[config.mk]
export PLATFORM = sky130hd
export DESIGN_NAME = qpu_exu_measure_collect
export DESIGN_NICKNAME = d
export VERILOG_FILES = /design/src/rtl/qpu_exu_measure_collect.sv
export SDC_FILE = /design/constraint.sdc
export NUM_CORES = 1
export LEC_CHECK = 0
export CAP_MARGIN = 20
export CELL_PAD_IN_SITES_DETAIL_PLACEMENT = 1
export CELL_PAD_IN_SITES_GLOBAL_PLACEMENT = 1
export CORE_ASPECT_RATIO = 0.9
export CORE_MARGIN = 4
export CORE_UTILIZATION = 37
export CTS_CLUSTER_DIAMETER = 50
export DETAILED_ROUTE_END_ITERATION = 16
export HOLD_SLACK_MARGIN = 0.1
export PLACE_DENSITY_LB_ADDON = 0.1
export SYNTH_ARGS = -nofsm -noshare
export SYNTH_HDL_FRONTEND = slang
export SYNTH_SLANG_ARGS = --single-unit
[constraint.sdc]
create_clock -name clk -period 2.3 [get_ports clk]
set_input_delay 0.23 -clock clk [delete_from_list [all_inputs] [get_ports clk]]
set_output_delay 0.23 -clock clk [all_outputs]
set_load 0.1 [all_outputs]
[src/rtl/qpu_exu_measure_collect.sv]
// Measurement collector: gathers out-of-order per-qubit readout results for a
// retiring MEASURE and commits them to the regfile as one registered strobe.
//
// Ports:
//   clk, rst_n          core clock, async active-low reset
//   meas_req_valid/ready/list   request handshake (ready only in IDLE)
//   rdo_valid, rdo_data per-qubit readout strobe and result bit
//   timeout_cfg         COLLECT cycle limit, 0 disables the timeout
//   mcu_measure_o_wen/data/list one-cycle commit strobe, results, qubit list
//   meas_busy           high while collecting or committing
//   meas_tmo_err, meas_tmo_clr  sticky timeout flag and its clear
module qpu_exu_measure_collect #(
    parameter int QUBIT_NUM = 12,
    parameter int TMO_W     = 16
) (
    input  logic                 clk,
    input  logic                 rst_n,
    input  logic                 meas_req_valid,
    output logic                 meas_req_ready,
    input  logic [QUBIT_NUM-1:0] meas_req_list,
    input  logic [QUBIT_NUM-1:0] rdo_valid,
    input  logic [QUBIT_NUM-1:0] rdo_data,
    input  logic [TMO_W-1:0]     timeout_cfg,
    output logic                 mcu_measure_o_wen,
    output logic [QUBIT_NUM-1:0] mcu_measure_o_data,
    output logic [QUBIT_NUM-1:0] mcu_measure_o_list,
    output logic                 meas_busy,
    output logic                 meas_tmo_err,
    input  logic                 meas_tmo_clr
);

    typedef enum logic [1:0] {
        IDLE    = 2'd0,
        COLLECT = 2'd1,
        COMMIT  = 2'd2
    } state_t;

    state_t               state;
    logic [QUBIT_NUM-1:0] list_r;
    logic [QUBIT_NUM-1:0] pend_r;
    logic [QUBIT_NUM-1:0] data_r;
    logic [TMO_W-1:0]     cnt_r;

    logic [QUBIT_NUM-1:0] hit;
    logic [QUBIT_NUM-1:0] pend_nx;
    logic [QUBIT_NUM-1:0] data_nx;
    logic                 tmo_hit;

    // Only still-pending qubits are captured, so the first arrival wins.
    always_comb begin
        hit     = rdo_valid & pend_r;
        pend_nx = pend_r & ~hit;
        data_nx = (data_r & ~hit) | (rdo_data & hit);
        tmo_hit = (timeout_cfg != '0) &&
                  (cnt_r == timeout_cfg - TMO_W'(1));
    end

    always_ff @(posedge clk or negedge rst_n) begin
        if (!rst_n) begin
            state              <= IDLE;
            list_r             <= '0;
            pend_r             <= '0;
            data_r             <= '0;
            cnt_r              <= '0;
            meas_req_ready     <= 1'b1;
            mcu_measure_o_wen  <= 1'b0;
            mcu_measure_o_data <= '0;
            mcu_measure_o_list <= '0;
            meas_busy          <= 1'b0;
            meas_tmo_err       <= 1'b0;
        end else begin
            mcu_measure_o_wen <= 1'b0;
            // A timeout in this cycle overrides the clear below.
            if (meas_tmo_clr)
                meas_tmo_err <= 1'b0;

            unique case (state)
                IDLE: begin
                    // An empty list is consumed without leaving IDLE.
                    if (meas_req_valid && meas_req_ready &&
                        meas_req_list != '0) begin
                        list_r         <= meas_req_list;
                        pend_r         <= meas_req_list;
                        data_r         <= '0;
                        cnt_r          <= '0;
                        state          <= COLLECT;
                        meas_req_ready <= 1'b0;
                        meas_busy      <= 1'b1;
                    end
                end
                COLLECT: begin
                    data_r <= data_nx;
                    pend_r <= pend_nx;
                    if (cnt_r != '1)
                        cnt_r <= cnt_r + TMO_W'(1);
                    // Completion is checked first so it beats the timeout.
                    if (pend_nx == '0) begin
                        state              <= COMMIT;
                        mcu_measure_o_wen  <= 1'b1;
                        mcu_measure_o_data <= data_nx;
                        mcu_measure_o_list <= list_r;
                    end else if (tmo_hit) begin
                        state              <= COMMIT;
                        mcu_measure_o_wen  <= 1'b1;
                        mcu_measure_o_data <= data_nx;
                        mcu_measure_o_list <= list_r;
                        meas_tmo_err       <= 1'b1;
                    end
                end
                COMMIT: begin
                    state          <= IDLE;
                    meas_req_ready <= 1'b1;
                    meas_busy      <= 1'b0;
                end
                default: begin
                    state          <= IDLE;
                    meas_req_ready <= 1'b1;
                    meas_busy      <= 1'b0;
                end
            endcase
        end
    end

endmodule

* Yosys cells after proc, flatten, opt, wreduce, memory -nomap -nowiden
Index checks and enable logic that the tools add are counted.
Storage, ports and cells: flip-flop bits (word level) 82, input port bits 56, output and inout port bits 28, logic and storage cells 67
Cells by class: $add $sub $neg 2, equal/unequal tests 6, multiplexer cells 26, bitwise operators 7, reductions and logical operators 15
Operators with widths (number):
- $mux W12 | 6
- $and A12 B12 Y12 | 4
- $pmux W12 S2 | 2
- $mux W16 | 2
- $pmux W16 S2 | 1
- $add A16 B1 Y16 const B | 1
- $eq A16 B16 Y1 | 1
- $ne A16 B16 Y1 const B | 1
- $reduce_bool A16 Y1 | 1
- $sub A16 B1 Y16 const B | 1
- $logic_not A12 Y1 | 1
- $not A12 Y12 | 1
- $or A12 B12 Y12 | 1
- $reduce_bool A12 Y1 | 1
- $reduce_and A2 Y1 | 5
- $mux W1 | 9
- $mux W2 | 3
- $ne A2 B2 Y1 const B | 2
- $pmux W1 S2 | 2
- $pmux W2 S2 | 1
- $reduce_bool A2 Y1 | 2
- $logic_and A1 B1 Y1 | 3
- $ne A3 B3 Y1 const B | 1
- $reduce_and A3 Y1 | 1
- other kinds (3) | 3

* Logic depth before layout (Yosys ltp)
Gate-level depths: netlist (run 1).
word-level depth 6, mapped depth 10, depth with buffers taken out 9

* Worst setup path before layout (run 1)
Ideal clock, no wire load.
path type input -> register, from input port timeout_cfg[0], to register mcu_measure_o_data[0], setup time 0.131 ns, arrival time 2.444 ns, required time 2.169 ns, setup slack -0.275 ns, stages on the path 9, buffers on the path 2, cell sequence or4_1 buf_2 or2_4 or3_4 a2111oi_4 nand4_4 buf_6 nand3_2 o211ai_2
On the way: longest elaborated chain between the ends 5, elaborated cells between the ends (all ways) 6, those cells by class add/sub (1); eq/ne (1); reduce/logical (4)
Ends and longest elaborated chain:
- start: declaration | RTL line 23 | input logic [TMO_W-1:0] timeout_cfg,
- $sub A16 B1 Y16 | RTL line 55 | (cnt_r == timeout_cfg - TMO_W'(1));
- $eq A16 B16 Y1 | RTL line 55
- $logic_and A1 B1 Y1 (*) | RTL line 54 | tmo_hit = (timeout_cfg != '0) &&
- $reduce_bool A2 Y1 (no line) (*)
- $reduce_and A2 Y1 (no line) (*)
- end signal: assignment | RTL line 100 | mcu_measure_o_data <= data_nx;
- end signal: assignment | RTL line 105 | mcu_measure_o_data <= data_nx;
- end: declaration | RTL line 25 | output logic [QUBIT_NUM-1:0] mcu_measure_o_data,
Mark *: on every way between the ends. The rest lies on a longest branch, timed or not. A chain may end at the register's enable or synchronous reset.

* Final worst setup path (run 1)
from input port timeout_cfg[0], to register mcu_measure_o_list[0]
On the way: longest elaborated chain between the ends 5, elaborated cells between the ends (all ways) 6, those cells by class add/sub (1); eq/ne (1); reduce/logical (4)
Ends and longest elaborated chain:
- $sub A16 B1 Y16 | RTL line 55
- $eq A16 B16 Y1 | RTL line 55
- $logic_and A1 B1 Y1 (*) | RTL line 54
- $reduce_bool A2 Y1 (no line) (*)
- $reduce_and A2 Y1 (no line) (*)
- end signal: assignment | RTL line 101 | mcu_measure_o_list <= list_r;
- end signal: assignment | RTL line 106 | mcu_measure_o_list <= list_r;
- end: declaration | RTL line 26 | output logic [QUBIT_NUM-1:0] mcu_measure_o_list,
Marked as above.

==> out/summary.json, run 1 <==
{
  "drt": {
    "drt-wirelength-per-cell_microns": 20.4,
    "detailedRoute.firstIterationViolations": 313,
    "vias_post_dr": 4848,
    "drt_first_pass_iters": 4,
    "drc": 0,
    "totalWireLength_microns": 17600,
    "drtAntennaViolNets": 0,
    "via_cell_ratio": 5.63
  },
  "synth": {
    "postSynth.topFlopCell": "sky130_fd_sc_hd__dfrtp_1",
    "synth-seq-area-share_pct": 41.3,
    "post_synth_xor_area_fraction_pct": 5.82,
    "ys_seq_elements": 82,
    "adder_cell_area_share_of_the_yosys_netlist_pct": 0.504,
    "synth_enable_flop_cells": 0,
    "postSynth.asyncResetShare_pct": 100,
    "synth-warning-count": 0,
    "synthMuxAreaShare_pct": 0.655,
    "synth_compound_area_share_pct": 22.2,
    "synthesis.area_sq_um": 4970,
    "yosysUniqueCellTypes": 55,
    "synthesized_instance_count": 557,
    "synth-simple-area-share_pct": 24.7,
    "postSynthAreaPerCell_sq_um": 8.92,
    "net_count_synth": 615,
    "largest_family_of_logic_cells_by_synthesized_area": "simple AND/OR/NAND/NOR gates"
  },
  "setup_path": {
    "worst_path_largest_cell_delay_ns": 0.54,
    "worst_path_dominant_cell_family": "simple AND/OR/NAND/NOR gates",
    "crit_arrival_ns": 2.61,
    "critical_path_peak_fanout": 6,
    "worstSetupEndpointType": "flip-flop",
    "slowest_stage": "sky130_fd_sc_hd__or4_4",
    "crit_required_ns": 2.51,
    "crit_path_start_kind": "primary input",
    "worst-setup-path-type": "primary input to flip-flop",
    "crit_buf_inv": 6,
    "critical_path.most_common_cell": "sky130_fd_sc_hd__buf_4",
    "worstPathCellList": "buf_6 > or4_4 > buf_4 > buf_4 > nor3_2 > nand4_1 > a22oi_2 > buf_4 > nand4_4 > buf_12 > buf_16 > nand3_2 > o211ai_2"
  },
  "timing": {
    "fin_worst_hold_slack_ns": 0.371,
    "rsz0062_at_grt": "true",
    "setup_viol": 28,
    "minimum_clock_period_ns": 2.40,
    "setup_slack_ns": -0.0965,
    "fin_setup_tns_ns": -2.02,
    "worst-slew-pin-transition_ns": 0.746,
    "fmax_ghz": 0.417,
    "timing.slew.headroom_pct": 49.7,
    "min_period_over_period_pct": 104,
    "clock-skew-final_ns": 0.00595,
    "timing.final.hold_violations": 0,
    "final-max-slew-violation-count": 0
  },
  "cells_and_area": {
    "commonest_cells_after_routing_fill_and_taps_aside": "92 x sky130_fd_sc_hd__buf_4, 87 x sky130_fd_sc_hd__nand2_1, 80 x sky130_fd_sc_hd__dfrtp_1, 50 x sky130_fd_sc_hd__nor2_1, 42 x sky130_fd_sc_hd__clkdlybuf4s50_1",
    "layout_commonest_cell": "sky130_fd_sc_hd__buf_4",
    "area_growth_pct": 41.2,
    "drive_gt1_share_pct": 29.4,
    "number_of_fill_cells_in_the_layout": 1479,
    "final_nets": 750,
    "n_antenna_cell": 0,
    "multiInputGateArea_sq_um": 2890,
    "regArea_sq_um": 2050
  },
  "pwr": {
    "switching_share_pct": 48.9,
    "power.internal_w": 0.00427,
    "share_seq_of_total_power_pct": 27.7,
    "net-switching-power_w": 0.00409,
    "design_power_total_w": 0.00836,
    "power.static_leakage_nw": 3.22,
    "clock_power_share_pct": 18.1,
    "pwr-share-comb_pct": 54.2,
    "ir_drop_worst_case_vdd_mv": 0.730,
    "cell_pwr_density_nw_per_um2": 1190
  },
  "floorplanning": {
    "number_of_placed_i_o_pins": 84,
    "floorplan.rows": 39,
    "die_h_microns": 118,
    "die_outline_area_sq_um": 15300,
    "coreArea_sq_um": 12900,
    "die_x_microns": 130,
    "initial_utilization_pct": 38.4
  },
  "place": {
    "place_congestion": 0.874,
    "placed_wire_length_estimate_microns": 11800,
    "port_buffers": 83
  },
  "outcome": {
    "violations": "negative setup slack",
    "outcome": "finished with violations"
  },
  "clock_network": {
    "htreeDepth": 3,
    "buffers_from_clock_root_to_sink_at_most": 2,
    "cts-buffers-inserted": 9,
    "cts_num_sinks": 82,
    "clock-root-buffer": "sky130_fd_sc_hd__clkbuf_16",
    "clock_latency_ns": 0.34,
    "cts.reportedPaths.clkPinSlew_ns": 0.07,
    "tritoncts": "built"
  },
  "grt": {
    "grt_overflow": 0,
    "maximum_number_of_pins_on_one_net_before_global_route_repair": 56,
    "groute.usage.overall_pct": 23.1,
    "grt_antenna_before_repair": 0,
    "grt_pass1_wl_microns": 28100,
    "grt_pass1_vias": 5099
  },
  "job": {
    "maxCapViolations": 0
  },
  "min_path": {
    "hold_class": "primary input to asynchronous set/reset pin"
  }
}
worst paths after layout:
path / from / end / slack, ns / cells after the start
hold / removal: rst_n / cnt_r[4]$_DFFE_PN0P_ / 0.37 / 2
min in group clk: list_r[6]$_DFFE_PN0P_ / list_r[6]$_DFFE_PN0P_ / 0.48 / 2
hold reg to reg: list_r[6]$_DFFE_PN0P_ / list_r[6]$_DFFE_PN0P_ / 0.48 / 2
max in group asynchronous: rst_n / mcu_measure_o_list[0]$_DFFE_PN0P_ / 1.31 / 3
setup reg to reg: cnt_r[3]$_DFFE_PN0P_ / mcu_measure_o_list[0]$_DFFE_PN0P_ / 0 / 8
setup / recovery: timeout_cfg[0] / mcu_measure_o_list[0]$_DFFE_PN0P_ / -0.1 / 13
stage by stage:
step           setup slack [ns]  util (%)  cell area [sq um]  std cells
5_1_grt                  -0.162      54.2               7010        861
3_3_place_gp             -0.687      48.6               6290        832
6_report                -0.0965      54.2               7010        861
4_1_cts                  -0.161      52.8               6830        858
3_5_place_dp             -0.802      48.6               6290        832
2_1_floorplan            -0.221         -               4980        557
power groups by stage:
stage / sequential, W / combinational (W) / clock [W]
3_3_place_gp: 0.00228 / 0.00426 / 0
3_5_place_dp: 0.00231 / 0.00444 / 0
5_1_grt: 0.00238 / 0.00492 / 0.00159
4_1_cts: 0.00230 / 0.00447 / 0.00153
2_1_floorplan: 0.00330 / 0.00214 / 0
6_report: 0.00231 / 0.00453 / 0.00151
synth_stat cells (2+ instances only):
| cell type | n | area share, % |
|---|---|---|
| sky130_fd_sc_hd__nand2_1 | 87 | 6.6 |
| sky130_fd_sc_hd__dfrtp_1 | 81 | 41 |
| sky130_fd_sc_hd__nor2_1 | 50 | 3.8 |
| sky130_fd_sc_hd__o21ai_0 | 42 | 4.2 |
| sky130_fd_sc_hd__a21oi_1 | 41 | 4.1 |
| sky130_fd_sc_hd__clkbuf_1 | 25 | 1.9 |
| sky130_fd_sc_hd__o211ai_2 | 24 | 6.0 |
| sky130_fd_sc_hd__nand3_2 | 22 | 4.4 |
| sky130_fd_sc_hd__inv_1 | 20 | 1.5 |
| sky130_fd_sc_hd__nand3_1 | 17 | 1.7 |
| sky130_fd_sc_hd__xnor2_1 | 17 | 3.0 |
| sky130_fd_sc_hd__xor2_1 | 16 | 2.8 |
| sky130_fd_sc_hd__and3_1 | 14 | 1.8 |
| sky130_fd_sc_hd__a22o_1 | 12 | 2.1 |
| sky130_fd_sc_hd__a21boi_0 | 10 | 1.5 |
| sky130_fd_sc_hd__nand4_1 | 7 | 0.88 |
| sky130_fd_sc_hd__nor3_1 | 7 | 0.71 |
| sky130_fd_sc_hd__buf_6 | 5 | 1.1 |
| sky130_fd_sc_hd__and4_1 | 4 | 0.71 |
| sky130_fd_sc_hd__nor4_1 | 4 | 0.50 |
| sky130_fd_sc_hd__a21o_1 | 3 | 0.45 |
| sky130_fd_sc_hd__a221oi_1 | 3 | 0.53 |
| sky130_fd_sc_hd__and2_1 | 3 | 0.38 |
| sky130_fd_sc_hd__o22ai_1 | 3 | 0.38 |
| sky130_fd_sc_hd__or4_1 | 3 | 0.45 |
| sky130_fd_sc_hd__a21oi_2 | 2 | 0.35 |
| sky130_fd_sc_hd__buf_2 | 2 | 0.20 |
| sky130_fd_sc_hd__ha_1 | 2 | 0.50 |
| sky130_fd_sc_hd__mux2_2 | 2 | 0.45 |
| sky130_fd_sc_hd__nand4b_1 | 2 | 0.35 |
| sky130_fd_sc_hd__nor2b_1 | 2 | 0.25 |
| sky130_fd_sc_hd__or3_1 | 2 | 0.25 |
repair_timing:
item / 4_1_cts / 5_1_grt
gates cloned: 5 / 0
pin swaps: 8 / 13
buffers inserted: 4 / 3
resized for setup: 36 / 33
endpoints found under the hold margin: 29 / 0
hold buffers: 1 / 0
setup endpoints to repair: 31 / 32
flip-flops by register name, summed over array words and instances, names as in the netlist:
name and cells:
cnt_r 16, data_r 12, list_r 12, mcu_measure_o_data 12, mcu_measure_o_list 12, pend_r 12, state 2, mcu_measure_o_wen 1
meas_busy 1, meas_req_ready 1, meas_tmo_err 1
worst register-to-register path: cells and delay by family (launching register included):
kind / cells / cell delay, ns
XOR/XNOR: 1 / 0.19
buffers and inverters: 2 / 0.36
AO/OA/AOI/OAI: 2 / 0.36
AND/OR/NAND/NOR: 3 / 0.84
flip-flops: 1 / 0.43
logic make-up (layout without fill, tap and decap cells):
group	after synthesis	count (layout)
multiplexers	3	3
XOR/XNOR	33	33
flip-flops	82	82
AO/OA/AOI/OAI	151	151
AND/OR/NAND/NOR	233	233
adder cells (fa/ha/maj)	2	2
buffers and inverters	53	193
cell type report:
type	instances	area share, %
sequential	82	29.3
clock buffer	12	3.66
tap	164	2.93
clock inverter	4	0.714
inverter	20	1.07
multi-input combinational	422	41.2
timing repair buffer	157	21.1
per-layer routing:
metal	routed length, microns	GRT usage [%]	up-vias
met5	0	0	-
met4	248	4.61	0
met3	781	4.67	22
met2	8040	34.9	118
met1	8480	34.0	2468
li1	-	-	2240
Note: power is estimated with default switching activity, not from simulation.
==> run 2: changes to the inputs <==
- PLACE_DENSITY: default -> 0.88
- PLACE_DENSITY_LB_ADDON: 0.1 -> default
==> run 2 against run 1 <==
Effect of this change: the flow still finishes with violations (negative setup slack); utilization shrank 0.058 points; sequential cell count unchanged; cell area decreased by 0.11%; register-to-register slack worse by 0.04 ns; clock-buffer cell count down 1; clock skew grew 0.0055 ns; sequential share of layout area about the same; sequential power rose by 3%; total power grew 4.9%; cell count increased by 0.35%; critical path type unchanged; largest power group unchanged; highest routed layer unchanged.
==> out/summary.json, run 2 (same netlist as run 1, synthesis figures left out) <==
{
  "outcome": {
    "outcome": "finished with violations",
    "violations": "negative setup slack"
  },
  "pwr": {
    "power.internal_w": 0.00437,
    "switching_share_pct": 50.2,
    "design_power_total_w": 0.00877,
    "cell_pwr_density_nw_per_um2": 1250,
    "pwr-share-comb_pct": 54.8,
    "clock_power_share_pct": 18.0,
    "power.static_leakage_nw": 3.25,
    "ir_drop_worst_case_vdd_mv": 0.811,
    "net-switching-power_w": 0.00440,
    "share_seq_of_total_power_pct": 27.2
  },
  "cells_and_area": {
    "drive_gt1_share_pct": 29.1,
    "n_antenna_cell": 0,
    "final_nets": 755,
    "largest_register": "cnt_r",
    "commonest_cells_after_routing_fill_and_taps_aside": "92 x sky130_fd_sc_hd__buf_4, 87 x sky130_fd_sc_hd__nand2_1, 80 x sky130_fd_sc_hd__dfrtp_1, 50 x sky130_fd_sc_hd__nor2_1, 41 x sky130_fd_sc_hd__clkdlybuf4s50_1",
    "largest_register_ff_count": 16,
    "layout_commonest_cell": "sky130_fd_sc_hd__buf_4",
    "area_growth_pct": 41.1
  },
  "clock_network": {
    "clock_latency_ns": 0.35,
    "buffers_from_clock_root_to_sink_at_most": 2,
    "cts.reportedPaths.clkPinSlew_ns": 0.06,
    "tritoncts": "built",
    "htreeDepth": 3,
    "cts-buffers-inserted": 9,
    "cts_num_sinks": 82,
    "clock-root-buffer": "sky130_fd_sc_hd__clkbuf_16"
  },
  "grt": {
    "maximum_number_of_pins_on_one_net_before_global_route_repair": 56,
    "grt_antenna_before_repair": 0,
    "grt_pass1_wl_microns": 33200,
    "grt_overflow": 0,
    "groute.usage.overall_pct": 27.7,
    "grt_pass1_vias": 5792
  },
  "timing": {
    "minimum_clock_period_ns": 2.38,
    "setup_viol": 27,
    "fmax_ghz": 0.421,
    "timing.slew.headroom_pct": 58.9,
    "setup_slack_ns": -0.0760,
    "worst-slew-pin-transition_ns": 0.616,
    "min_period_over_period_pct": 103,
    "clock-skew-final_ns": 0.0114,
    "rsz0062_at_grt": "true",
    "fin_worst_hold_slack_ns": 0.351,
    "timing.final.hold_violations": 0,
    "final-max-slew-violation-count": 0
  },
  "setup_path": {
    "crit_required_ns": 2.50,
    "crit_path_start_kind": "primary input",
    "critical_path_peak_fanout": 7,
    "reg2regPathDepth": 10,
    "worstSetupEndpointType": "flip-flop",
    "r2r_slack_ns": -0.04,
    "worst_r2r_endpoint": "mcu_measure_o_data[2]$_DFFE_PN0P_",
    "worst-setup-path-type": "primary input to flip-flop",
    "worstReg2RegStart": "cnt_r[12]$_DFFE_PN0P_",
    "crit_arrival_ns": 2.58
  },
  "place": {
    "place_congestion": 0.923,
    "port_buffers": 83,
    "placed_wire_length_estimate_microns": 12800,
    "pre_cts_setup_slack_ns": -0.784
  },
  "floorplanning": {
    "coreArea_sq_um": 12900,
    "number_of_placed_i_o_pins": 84,
    "initial_utilization_pct": 38.4,
    "die_outline_area_sq_um": 15300,
    "die_x_microns": 130,
    "floorplan.rows": 39,
    "die_h_microns": 118
  },
  "drt": {
    "drc": 0,
    "vias_post_dr": 5440,
    "totalWireLength_microns": 21800,
    "via_cell_ratio": 6.30,
    "drt-wirelength-per-cell_microns": 25.2,
    "drtAntennaViolNets": 0,
    "detailedRoute.firstIterationViolations": 639,
    "drt_first_pass_iters": 6
  },
  "min_path": {
    "hold_class": "primary input to asynchronous set/reset pin"
  },
  "job": {
    "maxCapViolations": 0
  }
}
## run 2: cell count changes in the layout (fill, tap and decap cells not counted), sizes merged
cell	previous run	this run
buf	106	109
clkinvlp	2	0
bufinv	1	2
clkbuf	12	13
clkdlybuf4s50	42	41
dlygate4sd2	4	5
## run 2: per-layer routing
layer  track usage (%)  share of wire [%]  up-vias
li1                  -                  -     2255
met1              35.3                 39     2735
met3              6.85                8.2       98
met4              11.4                4.9        0
met2              44.5                 48      352
met5                 0                  0        -
## run 2: power groups by stage
stage	Combinational [W]	Sequential [W]	Clock (W)
finish	0.00481	0.00239	0.00157
global route	0.00510	0.00243	0.00162
CTS	0.00460	0.00233	0.00155
detailed placement	0.00452	0.00234	0
global placement	0.00422	0.00229	0
floorplan	0.00214	0.00330	0
## run 2: layout make-up
| class | instances | area [sq um] |
|---|---|---|
| fillers | 1454 | 5930 |
| multi-input cells | 422 | 2820 |
| flip-flops and latches | 82 | 2050 |
| repair buffers | 162 | 1540 |
| clock buffers | 11 | 243 |
| well taps | 164 | 205 |
| inverters | 20 | 75.1 |
| clock inverters | 3 | 65.1 |
## run 2: worst max-delay path by stage
stage | from | to | slack, ns
4_1_cts | timeout_cfg[3] | mcu_measure_o_data[2]$_DFFE_PN0P_ | -0.13
3_3_place_gp | timeout_cfg[0] | mcu_measure_o_data[6]$_DFFE_PN0P_ | -0.70
6_report | timeout_cfg[5] | mcu_measure_o_data[2]$_DFFE_PN0P_ | -0.08
3_5_place_dp | timeout_cfg[0] | mcu_measure_o_data[5]$_DFFE_PN0P_ | -0.78
5_1_grt | timeout_cfg[5] | mcu_measure_o_data[2]$_DFFE_PN0P_ | -0.12
2_1_floorplan | timeout_cfg[0] | mcu_measure_o_data[0]$_DFFE_PN0P_ | -0.22
## run 2: what timing repair did
item	in CTS	in global routing
pin swaps	26	13
hold buffers	1	0
setup buffers	6	2
endpoints found under the setup margin	33	35
gates cloned	3	2
resized for setup	36	28
endpoints found under the hold margin	24	0
## run 2: critical path, stage by stage
cell	delay, ns
sky130_fd_sc_hd__dlygate4sd2_1	0.28
sky130_fd_sc_hd__or3_1	0.47
sky130_fd_sc_hd__buf_4	0.20
sky130_fd_sc_hd__nor3_1	0.24
sky130_fd_sc_hd__nand4_1	0.21
sky130_fd_sc_hd__a22oi_2	0.20
sky130_fd_sc_hd__buf_4	0.14
sky130_fd_sc_hd__nand4_4	0.10
sky130_fd_sc_hd__buf_12	0.19
sky130_fd_sc_hd__buf_16	0.15
sky130_fd_sc_hd__nand3_4	0.08
sky130_fd_sc_hd__o211ai_2	0.09
## run 2: per-stage QoR
stage	instances	cell area [sq um]	TNS (ns)	utilization, %
2_1_floorplan	557	4980	-5.71	-
3_3_place_gp	838	6350	-18.86	49.1
3_5_place_dp	838	6350	-20.81	49.1
4_1_cts	862	6850	-2.73	52.9
5_1_grt	864	7010	-2.72	54.2
6_report	864	7010	-1.33	54.2
==> run 3: changes to the inputs <==
- ABC_CLOCK_PERIOD_IN_PS: default -> 2300
- SLEW_MARGIN: default -> 0
==> results of run 3 <==
No change in the layout: final DEF, timing and power equal those of run 2.
